**config.mk**
```make
export PLATFORM = sky130hd
export DESIGN_NAME = fetch_mem_sequencer_flat
export DESIGN_NICKNAME = d
export VERILOG_FILES = /design/src/rtl/fetch_mem_sequencer_pkg.sv /design/src/rtl/fetch_mem_sequencer_if.sv /design/src/rtl/fetch_mem_sequencer_timer.sv /design/src/rtl/fetch_mem_sequencer.sv /design/src/flat_wrapper.sv
export SDC_FILE = /design/constraint.sdc
export NUM_CORES = 1
export LEC_CHECK = 0
export CAP_MARGIN = 20
export CORE_ASPECT_RATIO = 1.5
export CORE_MARGIN = 5
export CORE_UTILIZATION = 46
export CTS_BUF_LIST = sky130_fd_sc_hd__clkbuf_8
export CTS_CLUSTER_SIZE = 28
export DETAILED_ROUTE_END_ITERATION = 6
export PLACE_DENSITY = 0.91
export SETUP_SLACK_MARGIN = 0.2
export SYNTH_ARGS = -nofsm -noshare
export SYNTH_HDL_FRONTEND = slang
export SYNTH_HIERARCHICAL = 1
export SYNTH_SLANG_ARGS = --single-unit
```
**constraint.sdc**
```tcl
create_clock -name clk -period 2.76 [get_ports clk]
set_input_delay 0.276 -clock clk [delete_from_list [all_inputs] [get_ports clk]]
set_output_delay 0.276 -clock clk [all_outputs]
set_load 0.005 [all_outputs]
```
**src/rtl/fetch_mem_sequencer_pkg.sv**
```systemverilog
// Shared types and default sizing for the fetch/memory sequencer.
package fetch_mem_pkg;

    localparam int          DEF_ADDR_W   = 32;
    localparam int          DEF_DATA_W   = 32;
    localparam int unsigned DEF_RESET_PC = 0;
    localparam int unsigned DEF_PC_STEP  = 1;
    localparam int          DEF_TIMEOUT  = 15;

    typedef enum logic [2:0] {
        ST_IDLE  = 3'd0,
        ST_FETCH = 3'd1,
        ST_EXEC  = 3'd2,
        ST_MEM   = 3'd3,
        ST_ERR   = 3'd4
    } seq_state_e;

endpackage

```
**src/rtl/fetch_mem_sequencer_if.sv**
```systemverilog
// Unified instruction/data memory port: sequencer is master, memory is slave.
interface fetch_mem_sequencer_if #(
    parameter int ADDR_W = fetch_mem_pkg::DEF_ADDR_W,
    parameter int DATA_W = fetch_mem_pkg::DEF_DATA_W
);
    logic              mem_req;
    logic              mem_we;
    logic [ADDR_W-1:0] mem_addr;
    logic [DATA_W-1:0] mem_wdata;
    logic [DATA_W-1:0] mem_rdata;
    logic              mem_ack;

    modport master (
        output mem_req, mem_we, mem_addr, mem_wdata,
        input  mem_rdata, mem_ack
    );

    modport slave (
        input  mem_req, mem_we, mem_addr, mem_wdata,
        output mem_rdata, mem_ack
    );
endinterface

```
**src/rtl/fetch_mem_sequencer_timer.sv**
```systemverilog
// Wait-state counter for one memory access; tc flags the last allowed cycle.
module mem_wait_timer
    import fetch_mem_pkg::*;
#(
    parameter int TIMEOUT = DEF_TIMEOUT
) (
    input  logic clk,
    input  logic rst,
    input  logic clr_i,
    input  logic en_i,
    output logic tc_o
);
    localparam int CW = (TIMEOUT < 2) ? 1 : $clog2(TIMEOUT + 1);

    logic [CW-1:0] cnt_q;

    // Count cycles spent requesting without an ack; restart on each new access.
    always_ff @(posedge clk or negedge rst) begin
        if (!rst) begin
            cnt_q <= '0;
        end else if (clr_i) begin
            cnt_q <= '0;
        end else if (en_i) begin
            cnt_q <= cnt_q + CW'(1);
        end
    end

    // The cycle whose wait would make TIMEOUT unacknowledged cycles.
    assign tc_o = (cnt_q == CW'(TIMEOUT - 1));
endmodule

```
**src/rtl/fetch_mem_sequencer.sv**
```systemverilog
// Multicycle fetch / load-store sequencer owning PC, IR and MDR.
module fetch_mem_sequencer
    import fetch_mem_pkg::*;
#(
    parameter int          ADDR_W   = DEF_ADDR_W,
    parameter int          DATA_W   = DEF_DATA_W,
    parameter int unsigned RESET_PC = DEF_RESET_PC,
    parameter int unsigned PC_STEP  = DEF_PC_STEP,
    parameter int          TIMEOUT  = DEF_TIMEOUT
) (
    input  logic                  clk,
    input  logic                  rst,
    input  logic                  run,
    input  logic                  halt,
    input  logic                  branch_en,
    input  logic [ADDR_W-1:0]     branch_target,
    input  logic                  ls_req,
    input  logic                  ls_we,
    input  logic [ADDR_W-1:0]     ls_addr,
    input  logic [DATA_W-1:0]     ls_wdata,
    fetch_mem_sequencer_if.master mem,
    output logic [ADDR_W-1:0]     pc_out,
    output logic [DATA_W-1:0]     ir_out,
    output logic [DATA_W-1:0]     mdr_out,
    output logic                  ir_valid,
    output logic                  ls_done,
    output logic                  busy,
    output logic                  err
);
    seq_state_e        state_q, state_d;
    logic              req_q, req_d;
    logic              hs, tc, tmr_clr, tmr_en;
    logic [ADDR_W-1:0] pc_q, pc_d, ls_addr_q;
    logic [DATA_W-1:0] ir_q, mdr_q, ls_wdata_q;
    logic              ls_we_q, ir_valid_q, ls_done_q;

    // An ack only counts while we are actually requesting.
    assign hs = req_q & mem.mem_ack;

    // Request is held through the access and dropped for one cycle after
    // every ack, so back-to-back accesses always show a low cycle.
    assign req_d = ((state_d == ST_FETCH) || (state_d == ST_MEM)) && !hs;

    assign tmr_clr = (state_d != state_q) &&
                     ((state_d == ST_FETCH) || (state_d == ST_MEM));
    assign tmr_en  = req_q && !mem.mem_ack;

    mem_wait_timer #(
        .TIMEOUT (TIMEOUT)
    ) u_timer (
        .clk   (clk),
        .rst   (rst),
        .clr_i (tmr_clr),
        .en_i  (tmr_en),
        .tc_o  (tc)
    );

    // State register.
    always_ff @(posedge clk or negedge rst) begin
        if (!rst) state_q <= ST_IDLE;
        else      state_q <= state_d;
    end

    // Next-state: boundaries after EXEC/MEM honour halt and run; ERR only exits via reset.
    always_comb begin
        state_d = state_q;
        unique case (state_q)
            ST_IDLE:  if (run && !halt) state_d = ST_FETCH;
            ST_FETCH: begin
                if (hs)              state_d = ST_EXEC;
                else if (req_q && tc) state_d = ST_ERR;
            end
            ST_EXEC: begin
                if (ls_req)            state_d = ST_MEM;
                else if (halt || !run) state_d = ST_IDLE;
                else                   state_d = ST_FETCH;
            end
            ST_MEM: begin
                if (hs)               state_d = (halt || !run) ? ST_IDLE : ST_FETCH;
                else if (req_q && tc) state_d = ST_ERR;
            end
            ST_ERR:  state_d = ST_ERR;
            default: state_d = ST_IDLE;
        endcase
    end

    // Bus and status outputs decoded from state and registers only.
    always_comb begin
        mem.mem_req   = req_q;
        mem.mem_we    = 1'b0;
        mem.mem_addr  = '0;
        mem.mem_wdata = '0;
        if (req_q) begin
            if (state_q == ST_MEM) begin
                mem.mem_we    = ls_we_q;
                mem.mem_addr  = ls_addr_q;
                mem.mem_wdata = ls_wdata_q;
            end else begin
                mem.mem_addr  = pc_q;
            end
        end
        busy = (state_q == ST_FETCH) || (state_q == ST_EXEC) || (state_q == ST_MEM);
        err  = (state_q == ST_ERR);
    end

    // PC: step on fetch completion, a branch in EXEC overrides.
    always_comb begin
        pc_d = pc_q;
        if ((state_q == ST_FETCH) && hs)          pc_d = pc_q + ADDR_W'(PC_STEP);
        else if ((state_q == ST_EXEC) && branch_en) pc_d = branch_target;
    end

    // Datapath registers and one-cycle completion pulses.
    always_ff @(posedge clk or negedge rst) begin
        if (!rst) begin
            pc_q       <= ADDR_W'(RESET_PC);
            req_q      <= 1'b0;
            ir_q       <= '0;
            mdr_q      <= '0;
            ls_we_q    <= 1'b0;
            ls_addr_q  <= '0;
            ls_wdata_q <= '0;
            ir_valid_q <= 1'b0;
            ls_done_q  <= 1'b0;
        end else begin
            pc_q       <= pc_d;
            req_q      <= req_d;
            ir_valid_q <= (state_q == ST_FETCH) && hs;
            ls_done_q  <= (state_q == ST_MEM) && hs;
            if ((state_q == ST_FETCH) && hs) ir_q <= mem.mem_rdata;
            if ((state_q == ST_EXEC) && ls_req) begin
                ls_we_q    <= ls_we;
                ls_addr_q  <= ls_addr;
                ls_wdata_q <= ls_wdata;
            end
            if ((state_q == ST_MEM) && hs && !ls_we_q) mdr_q <= mem.mem_rdata;
        end
    end

    assign pc_out   = pc_q;
    assign ir_out   = ir_q;
    assign mdr_out  = mdr_q;
    assign ir_valid = ir_valid_q;
    assign ls_done  = ls_done_q;
endmodule

```
**src/flat_wrapper.sv**
```systemverilog
// flat-port wrapper written by rule: the top's interface ports become plain ports
module fetch_mem_sequencer_flat import fetch_mem_pkg::*;
#(
    parameter int          ADDR_W   = DEF_ADDR_W,
    parameter int          DATA_W   = DEF_DATA_W,
    parameter int unsigned RESET_PC = DEF_RESET_PC,
    parameter int unsigned PC_STEP  = DEF_PC_STEP,
    parameter int          TIMEOUT  = DEF_TIMEOUT
)
  (clk, rst, run, halt, branch_en, branch_target, ls_req, ls_we, ls_addr, ls_wdata, pc_out, ir_out, mdr_out, ir_valid, ls_done, busy, err, mem_mem_req, mem_mem_we, mem_mem_addr, mem_mem_wdata, mem_mem_rdata, mem_mem_ack);
  fetch_mem_sequencer_if #(.ADDR_W(ADDR_W), .DATA_W(DATA_W)) mem_i ();
  input  logic clk;
  input  logic rst;
  input  logic run;
  input  logic halt;
  input  logic branch_en;
  input  logic [ADDR_W-1:0] branch_target;
  input  logic ls_req;
  input  logic ls_we;
  input  logic [ADDR_W-1:0] ls_addr;
  input  logic [DATA_W-1:0] ls_wdata;
  output logic [ADDR_W-1:0] pc_out;
  output logic [DATA_W-1:0] ir_out;
  output logic [DATA_W-1:0] mdr_out;
  output logic ir_valid;
  output logic ls_done;
  output logic busy;
  output logic err;
  output wire logic [$bits(mem_i.mem_req)-1:0] mem_mem_req;
  output wire logic [$bits(mem_i.mem_we)-1:0] mem_mem_we;
  output wire logic [$bits(mem_i.mem_addr)-1:0] mem_mem_addr;
  output wire logic [$bits(mem_i.mem_wdata)-1:0] mem_mem_wdata;
  input wire logic [$bits(mem_i.mem_rdata)-1:0] mem_mem_rdata;
  input wire logic [$bits(mem_i.mem_ack)-1:0] mem_mem_ack;
  assign mem_mem_req = mem_i.mem_req;
  assign mem_mem_we = mem_i.mem_we;
  assign mem_mem_addr = mem_i.mem_addr;
  assign mem_mem_wdata = mem_i.mem_wdata;
  assign mem_i.mem_rdata = mem_mem_rdata;
  assign mem_i.mem_ack = mem_mem_ack;
  fetch_mem_sequencer #(.ADDR_W(ADDR_W), .DATA_W(DATA_W), .RESET_PC(RESET_PC), .PC_STEP(PC_STEP), .TIMEOUT(TIMEOUT)) u_core (.clk(clk), .rst(rst), .run(run), .halt(halt), .branch_en(branch_en), .branch_target(branch_target), .ls_req(ls_req), .ls_we(ls_we), .ls_addr(ls_addr), .ls_wdata(ls_wdata), .mem(mem_i), .pc_out(pc_out), .ir_out(ir_out), .mdr_out(mdr_out), .ir_valid(ir_valid), .ls_done(ls_done), .busy(busy), .err(err));
endmodule
```
==> results_dict.tcl, run 1 <==
set metrics [dict create \
    synth_top_cell_by_area "dfrtp_1" \
    finalSetupViolCount 0 \
    drive_gt1_share_pct 17.0 \
    syn_to_final_growth_pct 48.0 \
    status "finished, final reports clean" \
    io_buffers 301 \
    syn-num-nets 885 \
    async_reset_ff_share_pct 100 \
    crit_chain "nor2b_4 > and2_4 > buf_12 > nand2_1 > a21boi_0 > clkdlybuf4s50_1" \
    synthFlopType "dfrtp_1" \
    syn_area_sq_um 7990 \
    synth-xor-area-share_pct 0.658 \
    reg2reg_setup_slack_ns 0.37 \
    grt_overflow 0 \
    critPathKind "flop to primary output" \
    cts_num_sinks 171 \
    synth_area_leaders "dfrtp_1 (54%), mux2_2 (13%), nand2_1 (8.8%), a21boi_0 (3.0%), and2_1 (2.8%)" \
    slew_headroom_pct 56.5 \
    cts_buffers 17 \
    hold_viol 0 \
    routed_via_density 5.48 \
    n_antenna_cell 0 \
    max_cap_violations 0 \
    hold_start "mem_mem_rdata[28]" \
    slowest_delay_ns 0.55 \
    worstSetupStartpoint "u_core/state_q[2]" \
    seq_area_sq_um 4280 \
    avgSynthCellArea_sq_um 10.7 \
    ys_seq_area_share_pct 53.6 \
    synth.mux.area_fraction_pct 14.0 \
    drc 0 \
    min_to "u_core/ir_out[28]" \
    endpoint_kind "primary output" \
    clkLatencyLatePin_ns 0.46 \
    crit_required_ns 2.48 \
    track_usage_pct 24.5 \
    maxSlewViolCount 0 \
    synthAdderAreaFrac_pct 0.470 \
    drt_wl_total_mm 25.7 \
    routabilityCongestion 0.828 \
    cts.path.max_buffers 2 \
    start_kind "flop" \
    r2r_start "u_core/u_timer/cnt_q[0]" \
    dr_total_vias 6962 \
    antenna_left 0 \
    p_per_area_nw_per_um2 951 \
    multi_input_area_sq_um 3490 \
    fp.dieH_um 171 \
    hpwl_mm 18.9 \
    cp.arrival_ns 2.24 \
    synthCells 746 \
    synth_compound_area_share_pct 9.74 \
    die_x_um 118 \
    period_share_pct 91.3 \
    ys_seq_elements 171 \
    fillers 1237 \
    dieArea_sq_um 20200 \
    grt_max_degree 69 \
    place_inst 1232 \
    fmax_mhz 397 \
    synth.top_cell.area_share_pct 53.6 \
    grt_pass1_vias 7267 \
    slowest_stage "clkdlybuf4s50_1" \
    antenna_found_initial 0 \
    tritoncts "done" \
    start_util_pct 46.4 \
    cellLeakagePower_nw 5.36 \
    tightest_slew_ns 0.653 \
    yosys_warnings 6 \
    grt_first_pass_wirelength_mm 39.3 \
    nets 1184 \
    fin_worst_skew_ns 0.0126 \
    core_area_sq_um 17200 \
    cts_max_level 4 \
    stdcell_count 1271 \
    synth_edf_count 0 \
    synthSimpleGateAreaFrac_pct 18.3 \
    cts-root-buf "clkbuf_8" \
    drt_first_pass_iters 5 \
    rr_worst_depth 10 \
    worstPathMaxFanout 12 \
    final_util_pct 68.7 \
    rsz0062_at_grt "yes" \
    drtIter0Drc 375 \
    hold_depth 3 \
    clkTransAtPathRegs_ns 0.10 \
    period_minus_slack_ns 2.52 \
    holdCritPathClass "input pin to flop" \
    vdd_ir_drop_max_mv 0.519 \
    avgRoutedWirePerCell_um 20.2 \
    synth_cell_types 63 \
    synth_top_family_by_area "simple AND/OR/NAND/NOR gates" \
    io_pins 302 \
    setup-tns-final_ns 0 \
    r2r_end "u_core/u_timer/cnt_q[3]" \
    fp-row-count 59 \
]
critical path: cells and delay by family, from the launching register on:
kind / cells / cell delay, ns
DFF: 1 / 0.44
and+or+nand+nor: 3 / 0.47
AOI/OAI and AO/OA: 1 / 0.16
buffers and inverters: 2 / 0.71
what timing repair did:
item,in CTS,in global routing
setup endpoints to repair,65,54
gates cloned,0,1
resized for setup,16,28
hold endpoints to repair,66,0
buffers inserted,4,1
hold buffers,1,0
logic make-up (layout without fill, tap and decap cells):
logic type / Yosys count / in the layout
simple gates: 307 / 307
xor+xnor: 6 / 6
flops: 171 / 171
fa+ha+maj: 3 / 3
compound gates: 107 / 107
mux: 99 / 99
buf+inv: 53 / 365
stage by stage:
| stage | cell area [sq um] | hold slack [ns] | total power, mW | setup WS, ns |
|---|---|---|---|---|
| 2_1_floorplan | 7990 | -0.0196 | 6.44 | 0.744 |
| 3_3_place_gp | 11200 | 0.329 | 9.11 | 0.354 |
| 3_5_place_dp | 11200 | 0.339 | 9.34 | 0.310 |
| 4_1_cts | 11700 | 0.341 | 11.3 | 0.165 |
| 5_1_grt | 11800 | 0.352 | 11.9 | 0.124 |
| 6_report | 11800 | 0.369 | 11.2 | 0.241 |
registers in the layout (all words and copies together) (netlist names):
name and cells:
u_core/ir_out 32, u_core/ir_valid 1, u_core/ls_addr_q 32, u_core/ls_done 1
u_core/ls_wdata_q 32, u_core/ls_we_q 1, u_core/mdr_out 32, u_core/mem.mem_req 1
u_core/pc_out 32, u_core/state_q 3, u_core/u_timer/cnt_q 4
cells in the final DEF (no fill, tap or decap), drive strengths merged, types with 8 or more instances in the layout:
| cell | n |
|---|---|
| a21boi | 32 |
| a21oi | 18 |
| and2 | 36 |
| and3 | 10 |
| buf | 23 |
| clkbuf | 18 |
| clkdlybuf4s50 | 282 |
| dfrtp | 171 |
| dlymetal6s2s | 18 |
| inv | 18 |
| mux2 | 98 |
| nand2 | 188 |
| nand3 | 18 |
| nand4 | 10 |
| nor2 | 22 |
| o22ai | 8 |
per-layer routing:
metal | track usage [%] | wire [um]
met1 | 27.5 | 9090
met2 | 43.8 | 13900
met3 | 7.27 | 1990
met4 | 9.98 | 735
met5 | 0 | 0
final cells by class:
class                   instances  share of cell area (%)
clock buffers                  17                    1.98
clock inverters                15                    1.51
inverters                       8                   0.254
multi-input cells             522                    29.5
flip-flops and latches        171                    36.2
well taps                     213                    2.25
repair buffers                325                    28.2
power by group:
group          internal [mW]  switching, mW  leakage, nW
logic                   2.89           1.96         3.05
registers               3.62          0.904         2.10
clock network          0.846           1.02        0.210
worst max-delay path by stage:
| stage | endpoint | cells past startpoint |
|---|---|---|
| global route | mem_mem_addr[27] | 6 |
| finish | mem_mem_addr[27] | 6 |
| floorplan | u_core/u_timer/cnt_q[3] | 10 |
| CTS | mem_mem_addr[5] | 6 |
| global placement | mem_mem_addr[30] | 6 |
| detailed placement | mem_mem_addr[30] | 6 |
synth_stat cells (all sizes together) (2+ instances only):
cell type	count
a21o	2
clkbuf	18
inv	8
nand2b	2
o21a	2
nor4	3
nand4	10
o211ai	7
o21ai	7
o32ai	3
buf	27
nand2	188
ha	3
nor3	4
a21oi	18
o311ai	6
o221a	2
nor2	22
o22ai	8
xor2	5
a311oi	3
and3	10
a21boi	32
and2	36
dfrtp	171
nor2b	5
a31o	4
a211oi	2
a22oi	3
a221o	3
mux2	98
nand3	18
Note: power is estimated with default switching activity, not from simulation.
==> run 2, diff against run 1 <==
--- a/config.mk
+++ b/config.mk
@@ -14,6 +14,7 @@
 export DETAILED_ROUTE_END_ITERATION = 6
 export PLACE_DENSITY = 0.91
 export SETUP_SLACK_MARGIN = 0.2
+export SLEW_MARGIN = 10
 export SYNTH_ARGS = -nofsm -noshare
 export SYNTH_HDL_FRONTEND = slang
 export SYNTH_HIERARCHICAL = 1
==> results of run 2 <==
Final layout, timing and power as in run 1 (identical DEF).
==> run 3, diff against run 2 <==
--- a/config.mk
+++ b/config.mk
@@ -5,7 +5,6 @@
 export SDC_FILE = /design/constraint.sdc
 export NUM_CORES = 1
 export LEC_CHECK = 0
-export CAP_MARGIN = 20
 export CORE_ASPECT_RATIO = 1.5
 export CORE_MARGIN = 5
 export CORE_UTILIZATION = 46
==> results of run 3 <==
Final layout, timing and power as in run 1 (identical DEF).
==> RTL change 1 (settings of run 3) <==
Encoding of `seq_state_e`: now one-hot (5 bits for 5 states).
--- a/src/rtl/fetch_mem_sequencer_pkg.sv
+++ b/src/rtl/fetch_mem_sequencer_pkg.sv
@@ -8,10 +8,10 @@
     localparam int          DEF_TIMEOUT  = 15;
 
-    typedef enum logic [2:0] {
-        ST_IDLE  = 3'd0,
-        ST_FETCH = 3'd1,
-        ST_EXEC  = 3'd2,
-        ST_MEM   = 3'd3,
-        ST_ERR   = 3'd4
+    typedef enum logic [4:0] {
+        ST_IDLE  = 5'b00001,
+        ST_FETCH = 5'b00010,
+        ST_EXEC  = 5'b00100,
+        ST_MEM   = 5'b01000,
+        ST_ERR   = 5'b10000
     } seq_state_e;
 
Behaviour: same outputs for any inputs over 4 cycles, from zero or initial values and one cycle with rst low; so few cycles prove little.
==> RTL change 1 against run 3 <==
  * Sequential cell count rose by 2
  * Wire length rose by 5.9%
  * Worst setup slack got worse by 100 ps
  * Utilization fell by 0.18 points
  * Cell area rose by 4.0%
  * Maximum frequency fell by 4.0%
  * Area after synthesis rose by 4.9%
  * Critical endpoint is now mem_mem_wdata[23]
Power is not compared: it rests on default switching activity, and its combinational part moved more than twofold at a synthesized area within 25%.
==> RTL change 1: results (changes against run 3) <==
Status
  • Status: completed

Place
  • RD Place Congestion: 0.8811 (+6.4%)
  • DP Area: 11580 µm² (+2.9%)
  • Dpl hpwl: 19020 µm (+0.61%)

Layout
  • Layout cells sized above 1: 16.67% (-0.35 points)
  • Final #Nets: 1224 (+3.4%)

GRT
  • Initial antenna violation count: 1 (+1)
  • Tot GR Track Use: 25.46% (+0.92 points)
  • Largest net degree at the start of global routing: 71 (+2.9%)
  • Grt met1 use: 29.44% (+1.9 points)
  • Vias in the first global route: 7693 (+5.9%)
  • First-pass GRT wire length: 42130 µm (+7.1%)
  • Met3 Use GR: 6.024% (-1.2 points)
  • GRT met2 Usage: 44.17% (+0.40 points)

Clock network
  • CTS H-tree lvls: 4 (unchanged)
  • Skew-Pair Late Insertion Delay: ~450 ps
  • Root buf cell: clkbuf_8
  • Max Buffers Root-to-Sink: 2 (unchanged)
  • CTS clk-pin slew, worst paths: 100 ps (about the same)
  • TritonCTS Buffers: 17 (unchanged)
  • Cts hold-fix bufs: 1 (unchanged)
  • Post-CTS sizing: 27 (+11)
  • Postcts setup bufs: 8 (+4)

Logic synthesis
  • Top cells by area, synth: dfrtp_1, mux2_2, nand2_1
  • Synth warn: 6 (unchanged)
  • Commonest register cell after synthesis: dfrtp_1
  • Synth unique cells: 63 (unchanged)
  • Sequential area share after synthesis: 51.70% (-1.9 points)
  • Syn Nets: 924 (+4.4%)
  • Commonest cells post-synth: nand2_1, dfrtp_1, mux2_2, and3_1, a21boi_0
  • Asr flop ratio synth: 100.0% (unchanged)

Worst setup path
  • Crit-path leading delay family: buffers and inverters
  • Max stage delay on crit path: 510 ps (-40 ps)
  • WP data arrival: 2350 ps (+110 ps)
  • Cell at the slowest stage of the critical path: clkdlybuf4s50_1
  • R2R depth: 9 (-1)
  • Worst-path fanout max: 14 (+2)

STA
  • Clk_skew: 14.85 ps (+2.296 ps)
  • Rel. slew slack: 50.35% (-6.1 points)

Drt
  • 1st-iter DRT viols: 572 (+53%)
  • Metal3 WL: 1871 µm (-6.2%)
  • Avg Vias per Cell: 5.585 (+2.0%)
  • Detailed Route WL: 27220 µm (+5.9%)
  • Met2 wire length: 13920 µm (+0.32%)
  • M1 WL: 10240 µm (+13%)

Power and ir drop
  • Clock network power: roughly 1.8 mW
  • Total power: roughly 7 mW
  • Switching share of total power: around 31%
  • P_leak: 6.295 nW

Worst hold path
  • Worst Hold Class: input port to async pin
==> RTL change 1: changes by cell type in the layout (fill, tap and decap cells not counted), moves of 20 or more <==
cell	before	now
and3_1	10	40
mux2_2	95	67
mux2_4	1	31
and2_1	35	1
dlymetal6s2s_1	18	38
clkdlybuf4s50_1	282	246
==> RTL change 1: cell families after synthesis <==
| logic type | after synthesis | synth area share [%] |
|---|---|---|
| buf+inv | 62 | 4.078 |
| xor+xnor | 3 | 0.3137 |
| flops | 173 | 51.70 |
| simple gates | 334 | 19.27 |
| mux | 102 | 15.04 |
| compound gates | 108 | 9.156 |
| fa+ha+maj | 3 | 0.4481 |
==> RTL change 1: layout make-up <==
cell class / count / area, µm²
multi-input combinational: 550 / 3719
sequential: 173 / 4334
timing repair buffer: 336 / 3552
fill: 1304 / 5643
antenna: 1 / 2.502
clock buffer: 19 / 261.5
clock inverter: 13 / 132.6
inverter: 7 / 26.28
tap: 217 / 271.5
==> RTL change 1: stage by stage <==
| step | std cells | setup WS [ps] |
|---|---|---|
| after floorplan | 785 | 867.3 |
| after global placement | 1267 | 336.1 |
| after detailed placement | 1267 | 283.8 |
| after CTS | 1311 | 54.59 |
| after global routing | 1316 | 9.973 |
| final | 1316 | 136.1 |
==> RTL change 1: path summary, 6_finish.rpt <==
check	startpoint	to	slack (ps)
max in group asynchronous	rst	u_core/state_q[0]	1550
worst min-delay path	rst	u_core/ls_addr_q[10]	360
worst max register to register	u_core/state_q[4]	u_core/mdr_out[31]	330
min in group clk	mem_mem_rdata[23]	u_core/ir_out[23]	380
worst min register to register	u_core/ir_out[20]	u_core/ir_out[20]	480
worst max-delay path	u_core/state_q[4]	mem_mem_wdata[23]	140
==> RTL change 2 (flow settings as in run 3) <==
Made on the original files. Change the package constant `DEF_ADDR_W` from 32 to 64.
--- a/src/rtl/fetch_mem_sequencer_pkg.sv
+++ b/src/rtl/fetch_mem_sequencer_pkg.sv
@@ -2,5 +2,5 @@
 package fetch_mem_pkg;
 
-    localparam int          DEF_ADDR_W   = 32;
+    localparam int          DEF_ADDR_W   = 64;
     localparam int          DEF_DATA_W   = 32;
     localparam int unsigned DEF_RESET_PC = 0;
Ports: changed (resized branch_target, ls_addr, mem_mem_addr and pc_out); port bits go from 302 to 430. No check against the original RTL was run, so the function may have changed too.
==> RTL change 2 against run 3 <==
  * Area after synthesis is 51% higher
  * Non-clock buffer count grew 202
  * First-iteration DRC count rose to 2.7 times the old value
  * Utilization up 2.1 points
  * Sequential cell count is 64 higher
  * Worst setup slack got worse by 20 ps
  * Total power grew 64%
  * Hold slack got worse by 88 ps
  * Cell area increased by 55%
  * Largest power group unchanged
  * Critical endpoint is now mem_mem_wdata[19]
  * Wire length increased by 85%
==> RTL change 2: results (changes against run 3) <==
Place
  • Post-Place Worst Slack: 106.7 ps (-203.2 ps)
  • Port bufs: 429 (+43%)
  • Dpl hpwl: 32860 µm (+74%)

GRT
  • First-pass GRT wire length: 70440 µm (+79%)
  • Initial antenna violation count: 4 (+4)
  • Tot GR Track Use: 30.11% (+5.6 points)

Worst setup path
  • Worst R2R Setup Slack: 280 ps (-90 ps)
  • R2R depth: 6 (-4)
  • Cell at the slowest stage of the critical path: dfrtp_1
  • WP data arrival: 2260 ps (+20 ps)
  • R2r startpoint: u_core/pc_out[0]
  • CP endpoint: mem_mem_wdata[19]
  • Max stage delay on crit path: 400 ps (-150 ps)

Drt
  • Avg Vias per Cell: 5.792 (+5.7%)
  • Detailed Route WL: 47590 µm (+85%)
  • 1st-pass router iterations: 6 (+1)
  • 1st-iter DRT viols: 1022 (+170%)

Clock network
  • CTS H-tree lvls: 2 (-2)
  • Skew-Pair Late Insertion Delay: 550 ps (+90 ps)
  • TritonCTS Buffers: 39 (+22)
  • CTS clk-pin slew, worst paths: 60 ps (-40 ps)

STA
  • Rel. slew slack: 49.06% (-7.4 points)
  • FMAX: 0.3938 GHz (-0.80%)
  • Clk_skew: 18.79 ps (+6.235 ps)

Logic synthesis
  • Syn Nets: 1416 (+60%)
  • Commonest cells post-synth: nand2_1, dfrtp_1, mux2_2, a21boi_0, clkbuf_1
  • Sequential area share after synthesis: 48.80% (-4.8 points)
  • Post-Synth Adder-Cell Area: 0.3115% (-0.16 points)
  • Compound-gate portion of the synthesized area: 12.48% (+2.7 points)
  • Top cells by area, synth: dfrtp_1, mux2_2, nand2_1

Power and ir drop
  • P_leak: 8.713 nW (+63%)
  • Max VDD drop: 0.6361 mV (+23%)

Status
  • Status: completed

Layout
  • Final #Nets: 1897 (+60%)
[RTL change 2: cell types whose count changed after synthesis, sizes merged, moves of 8 or more]
cell,run 3,this run
a21boi,32,66
clkbuf,18,65
dfrtp,171,235
mux2,98,130
nand2,188,299
nand3,18,33
nand4,10,29
nor2,22,43
nor3,4,23
nor4,3,18
o211ai,7,15
o21ai,7,16
or4,1,10
[RTL change 2: cells by family (layout without fill, tap and decap cells)]
family | after synthesis | in the layout
multiplexers | 136 | 136
AND/OR/NAND/NOR | 542 | 542
other | 0 | 1
flip-flops | 235 | 235
buffers and inverters | 97 | 604
XOR/XNOR | 1 | 1
AO/OA/AOI/OAI | 199 | 199
adder cells (fa/ha/maj) | 3 | 3
[RTL change 2: worst max-delay path: cells and delay by family (launching register included)]
family	cells	cell delay, ps
simple gates	2	520
buf+inv	5	790
flops	1	400
[RTL change 2: through the flow]
step,util [%],power (mW),cell area (µm²)
6_report,70.82,18.40,18310
4_1_cts,69.17,18.09,17880
5_1_grt,70.82,19.48,18310
3_5_place_dp,65.45,14.92,16920
2_1_floorplan,-,9.954,12050
3_3_place_gp,65.45,14.50,16920
[RTL change 2: how the worst min path moves through the flow]
stage | start | end | slack [ps]
2_1_floorplan | rst | u_core/ir_out[0] | -20
3_3_place_gp | rst | u_core/ls_addr_q[0] | 300
3_5_place_dp | rst | u_core/ls_wdata_q[17] | 310
4_1_cts | mem_mem_rdata[28] | u_core/ir_out[28] | 250
5_1_grt | mem_mem_rdata[28] | u_core/ir_out[28] | 280
6_report | mem_mem_rdata[28] | u_core/ir_out[28] | 280
[RTL change 2: area by class of cell]
class                           instances  area, µm²
Sequential cell                       235       5883
Inverter                               10      40.04
Tap cell                              333      416.7
Clock buffer                           49      674.4
Timing Repair Buffer                  527       5388
Multi-Input combinational cell        881       5837
Antenna cell                            1      2.502
Clock inverter                         18      70.07
Fill cell                            1847       7543
[RTL change 2: timing repair]
item	in CTS	in global routing
pin swaps	0	7
gates resized for setup	83	74
endpoints found under the hold margin	69	0
setup endpoints to repair	97	65
cloned	3	4
setup buffers	11	23
hold buffers	1	0
[RTL change 2: power groups by stage]
stage               clock, mW  sequential (mW)  combinational, mW
floorplan                   0             6.25               3.70
global placement            0             6.46               8.05
detailed placement          0             6.60               8.32
CTS                      3.07             6.57               8.46
global route             3.20             6.83               9.45
finish                   3.01             6.61               8.78
[RTL change 2: per-layer routing]
metal	global-route usage [%]	vias up	routed length [µm]
li1	-	5286	-
met1	33.54	5813	16350
met2	52.63	630	24630
met3	8.109	161	4076
met4	14.34	6	2486
met5	0	-	39
